[config.mk]
export PLATFORM = sky130hd
export DESIGN_NAME = level_round_timer
export DESIGN_NICKNAME = d
export VERILOG_FILES = /design/src/rtl/level_round_timer.sv
export SDC_FILE = /design/constraint.sdc
export NUM_CORES = 1
export LEC_CHECK = 0
export BUFFER_PORTS_ARGS = -buffer_cell sky130_fd_sc_hd__buf_2
export CAP_MARGIN = 20
export CORE_MARGIN = 1.5
export CORE_UTILIZATION = 30
export DETAILED_ROUTE_END_ITERATION = 6
export SLEW_MARGIN = 25
export SYNTH_ARGS = -nofsm -noshare
export SYNTH_HDL_FRONTEND = slang
export SYNTH_SLANG_ARGS = --single-unit
[constraint.sdc]
create_clock -name clk -period 4.5 [get_ports clk]
set_clock_uncertainty 0.2 [all_clocks]
set_input_delay 0.9 -clock clk [delete_from_list [all_inputs] [get_ports clk]]
set_output_delay 0.9 -clock clk [all_outputs]
set_load 0.02 [all_outputs]
[src/rtl/level_round_timer.sv]
// Per-level round timer: IDLE -> ARM countdown -> timed RUN -> DONE.
// Produces seconds remaining, per-second tick, round-over and system-clear pulses.
module level_round_timer #(
   parameter int unsigned CLKS_PER_TICK = 50000000,
   parameter int unsigned L1_SECS       = 30,
   parameter int unsigned L2_SECS       = 20,
   parameter int unsigned L3_SECS       = 10,
   parameter int unsigned ARM_TICKS     = 3
) (
   input  logic       clk,
   input  logic       rst,
   input  logic [1:0] level,
   input  logic       level_reset,
   input  logic       start,
   input  logic       pause,
   output logic [1:0] state,
   output logic [5:0] secs_left,
   output logic [1:0] arm_left,
   output logic       tick,
   output logic       round_active,
   output logic       round_over,
   output logic       sys_clear
);

   localparam int unsigned PW = (CLKS_PER_TICK > 1) ? $clog2(CLKS_PER_TICK) : 1;
   localparam logic [PW-1:0] PRESC_LAST = PW'(CLKS_PER_TICK - 1);

   typedef enum logic [1:0] {
      S_IDLE = 2'd0,
      S_ARM  = 2'd1,
      S_RUN  = 2'd2,
      S_DONE = 2'd3
   } state_t;

   state_t          st_q, st_d;
   logic [1:0]      lvl_q, lvl_d;
   logic [5:0]      secs_d;
   logic [1:0]      arm_d;
   logic [PW-1:0]   presc_q, presc_d;
   logic            tick_d, over_d, clear_d;
   logic            terminal;

   function automatic logic [5:0] limit(input logic [1:0] l);
      case (l)
         2'd2:    return 6'(L2_SECS);
         2'd3:    return 6'(L3_SECS);
         default: return 6'(L1_SECS);
      endcase
   endfunction

   assign terminal = (presc_q == PRESC_LAST) && !pause;
   assign state    = st_q;

   always_comb begin
      st_d    = st_q;
      lvl_d   = lvl_q;
      secs_d  = secs_left;
      arm_d   = arm_left;
      presc_d = presc_q;
      tick_d  = 1'b0;
      over_d  = 1'b0;
      clear_d = 1'b0;

      // level_reset overrides everything, including a tick/round_over due this cycle
      if (level_reset) begin
         lvl_d   = (level == 2'd0) ? 2'd1 : level;
         st_d    = S_IDLE;
         secs_d  = limit(level);
         arm_d   = '0;
         presc_d = '0;
         clear_d = 1'b1;
      end else begin
         case (st_q)
            S_IDLE, S_DONE: begin
               if (start) begin
                  secs_d  = limit(lvl_q);
                  presc_d = '0;
                  if (ARM_TICKS > 0) begin
                     st_d  = S_ARM;
                     arm_d = 2'(ARM_TICKS);
                  end else begin
                     st_d = S_RUN;
                  end
               end
            end
            S_ARM: begin
               if (terminal) begin
                  presc_d = '0;
                  if (arm_left <= 2'd1) begin
                     st_d  = S_RUN;
                     arm_d = '0;
                  end else begin
                     arm_d = arm_left - 2'd1;
                  end
               end else if (!pause) begin
                  presc_d = presc_q + 1'b1;
               end
            end
            S_RUN: begin
               if (terminal) begin
                  presc_d = '0;
                  tick_d  = 1'b1;
                  if (secs_left <= 6'd1) begin
                     secs_d = '0;
                     st_d   = S_DONE;
                     over_d = 1'b1;
                  end else begin
                     secs_d = secs_left - 6'd1;
                  end
               end else if (!pause) begin
                  presc_d = presc_q + 1'b1;
               end
            end
            default: st_d = S_IDLE;
         endcase
      end
   end

   always_ff @(posedge clk or posedge rst) begin
      if (rst) begin
         st_q         <= S_IDLE;
         lvl_q        <= 2'd1;
         secs_left    <= 6'(L1_SECS);
         arm_left     <= '0;
         presc_q      <= '0;
         tick         <= 1'b0;
         round_active <= 1'b0;
         round_over   <= 1'b0;
         sys_clear    <= 1'b0;
      end else begin
         st_q         <= st_d;
         lvl_q        <= lvl_d;
         secs_left    <= secs_d;
         arm_left     <= arm_d;
         presc_q      <= presc_d;
         tick         <= tick_d;
         round_active <= (st_d == S_RUN);
         round_over   <= over_d;
         sys_clear    <= clear_d;
      end
   end

endmodule

==> metrics.md <==
| Metric | Value |
|---|---|
| Status | finished, final reports clean |
| Post-Route WL | 4790 um |
| Crit path required time | 4.53 ns |
| Period utilisation layout | 0.606 |
| Asr flop ratio synth | 1.00 |
| 1st-pass router iterations | 4 |
| Synth Instances | 253 |
| Clock root buffer | clkbuf_8 |
| Gpl congestion | 0.787 |
| Filler cell count | 768 |
| # diodes | 0 |
| Wire length of the first global-routing pass | 8340 um |
| Largest net degree at the start of global routing | 43 |
| Minimum clock period | 2.73 ns |
| Combinational Power Share | 0.329 |
| Final WS setup | 1.77 ns |
| FF+latch count, synth | 42 |
| Number of antenna-violating nets in the routed design | 0 |
| Number of global-route vias before repair | between 1500 and 2000 |
| Antenna violations before repair | 0 |
| Final core utilization | 0.345 |
| Area grow syn2layout | 12.2% |
| Die Area | 8390 sq um |
| Most frequent cells in the layout | nor2_1 (38), dfrtp_1 (37), xnor2_1 (22), buf_2 (20) |
| Clock share of power | 0.231 |
| Seq pwr share | 0.440 |
| Initial Util | 0.308 |
| Core Box Area | 7650 sq um |
| Internal Power | roughly 0.00068 W |
| Worst Max-Slew Pin Slew | 0.673 ns |
| Final Net Count | 284 |
| Finish-stage setup viols | 0 |
| Avg Cell Area, Syn | 9.31 sq um |
| Pre-CTS setup slack | 1.62 ns |
| Post-DP HPWL | 3270 um |
| FF/Latch Area | 1060 sq um |
| Initial drt markers | 127 |
| Total gr overflow | 0 |
| Clk Latency, worst-skew pair | 0.30 ns |
| Clock buffer depth | 2 |
| Critical path arrival | about 2.8 ns |
| Commonest non-fill, non-tap cell in the layout | nor2_1 |
| Placed cells | about 370 |
| Layout cell share with drive strength beyond 1 | 0.165 |
| GRT Overall Usage | 0.122 |
| DRC errors left | 0 |
| Worst-path fanout max | 11 |
| Layout Cells excl Fill | 375 |
| Vias per Instance | 4.98 |
| Number of flops mapped to enable cells by yosys | 0 |
| Sw Ratio | 0.370 |
| Leak | 1.03 nW |
| DR WL/cell | approximately 13 um |
| Max VDD drop | 0.121 mV |
| Area of the multi-input gates | about 1200 sq um |
| PD cells | about 410 nW/um^2 |
| CTS tree | done |
| Setup total negative slack | 0 ns |
| Buffer count from post-CTS setup fixing | 0 |
| FP Rows | 32 |
| Die width | approximately 92 um |
| Die Y | ~92 um |
| Slew headroom | 0.550 |
| Unrepaired setup endpoints after global routing | no |
| Worst-path clk slew | 0.08 ns |
| Worst setup EP type | flop |
| Max_cap viols | 0 |
| Sequential element share of the synthesized area | 0.449 |
| Ys flop type | dfrtp_1 |
| Hold-fix buffers, CTS | 0 |
| Synth Cell Area | 2350 sq um |
| Peak Freq | 0.367 GHz |
| Via Count | 1868 |
| I/O pin total | 21 |
| Synth cell types | approximately 50 |
| HP Class | flop to flop |
| H-tree depth | 2 |
| Setup CP Type | flop to flop |
| Startpoint types | flop |
| Slew Limit Fails | 0 |
| Fin. Hold Viols | 0 |
| Post-Syn Nets | 265 |
| P_sw | 0.000401 W |
| Resized Gates After CTS | 0 |
| CTS Sinks | 42 |
| Port Buf Inserts | 20 |
| Synth warn | 0 |
| Total CTS buffers | 5 |
## cells by family (layout without fill, tap and decap cells)
group,after synthesis,in the layout,share of synthesized area
compound gates,39,39,0.119
flops,42,42,0.449
xor+xnor,22,22,0.0818
buf+inv,25,45,0.0468
simple gates,118,118,0.267
mux,2,2,0.00956
fa+ha+maj,5,5,0.0266
## cell usage after synthesis (2+ instances only)
library cell,n,share of area
and3_1,4,0.011
and4_1,4,0.015
o41ai_1,2,0.0074
dfrtp_1,37,0.39
or2_2,2,0.0053
nor3_1,13,0.028
ha_1,5,0.027
nor4b_2,2,0.013
nand3_1,13,0.028
o21ai_1,2,0.0043
o21ai_0,5,0.011
nor4_1,8,0.021
nand2_1,13,0.021
dfstp_2,5,0.056
o31a_1,2,0.0074
nor2b_1,2,0.0053
a32o_1,2,0.0085
xnor2_1,22,0.082
nand4_1,3,0.0080
nor3b_1,2,0.0064
clkbuf_1,6,0.0096
nor2_1,38,0.061
nor4b_1,2,0.0074
a21oi_1,9,0.019
o31ai_1,4,0.013
a21oi_2,2,0.0074
buf_2,4,0.0085
a41oi_1,2,0.0074
inv_1,13,0.021
nand2b_1,4,0.011
## critical path, stage by stage, from the launching register on
cell and delay [ns]:
dfrtp_1 0.43, ha_1 0.45, and2_1 0.32, o311ai_1 0.14, buf_4 0.20, or2_0 0.25, or4_1 0.50, a21oi_1 0.15
## state kept, by name, indices dropped and copies added (netlist names)
signal / cells
tick: 1
lvl_q: 2
state: 2
secs_left: 6
round_active: 1
arm_left: 2
round_over: 1
sys_clear: 1
presc_q: 26
## per-stage QoR
stage / power, W / hold slack (ns) / cell area, sq um
finish: 0.00108 / 0.320 / 2640
global route: 0.00116 / 0.360 / 2640
CTS: 0.00110 / 0.319 / 2640
detailed placement: 0.000842 / 0.301 / 2550
global placement: 0.000842 / 0.302 / 2550
floorplan: 0.000743 / 0.276 / 2350
## path summary, 6_finish.rpt
check / startpoint / depth (start not counted) / end / slack, ns
min in group asynchronous: rst / 3 / round_over / 0.52
max reg2reg: state[1] / 7 / presc_q[23] / 1.77
min reg2reg: presc_q[1] / 2 / presc_q[1] / 0.32
max in group asynchronous: rst / 3 / secs_left[3] / 3.20
max: state[1] / 7 / presc_q[23] / 1.77
min: presc_q[1] / 2 / presc_q[1] / 0.32
## final cells by class
type | instances | share of cell area
multi-input combinational | 186 | 0.450
sequential | 42 | 0.400
timing repair buffer | 24 | 0.0493
tap | 102 | 0.0483
clock buffer | 8 | 0.0341
inverter | 13 | 0.0185
## per-layer routing
metal / GRT usage / part of all wire
met5: 0 / 0
met4: 0.0547 / 0.019
met1: 0.164 / 0.50
met2: 0.195 / 0.46
met3: 0.0151 / 0.020
## power groups by stage
stage | combinational (W) | sequential (W) | clock, W
2_1_floorplan | 0.000227 | 0.000516 | 0
6_report | 0.000357 | 0.000477 | 0.000251
4_1_cts | 0.000358 | 0.000477 | 0.000261
5_1_grt | 0.000394 | 0.000486 | 0.000277
3_3_place_gp | 0.000358 | 0.000484 | 0
3_5_place_dp | 0.000357 | 0.000485 | 0
(Power assumes the default switching activity.)
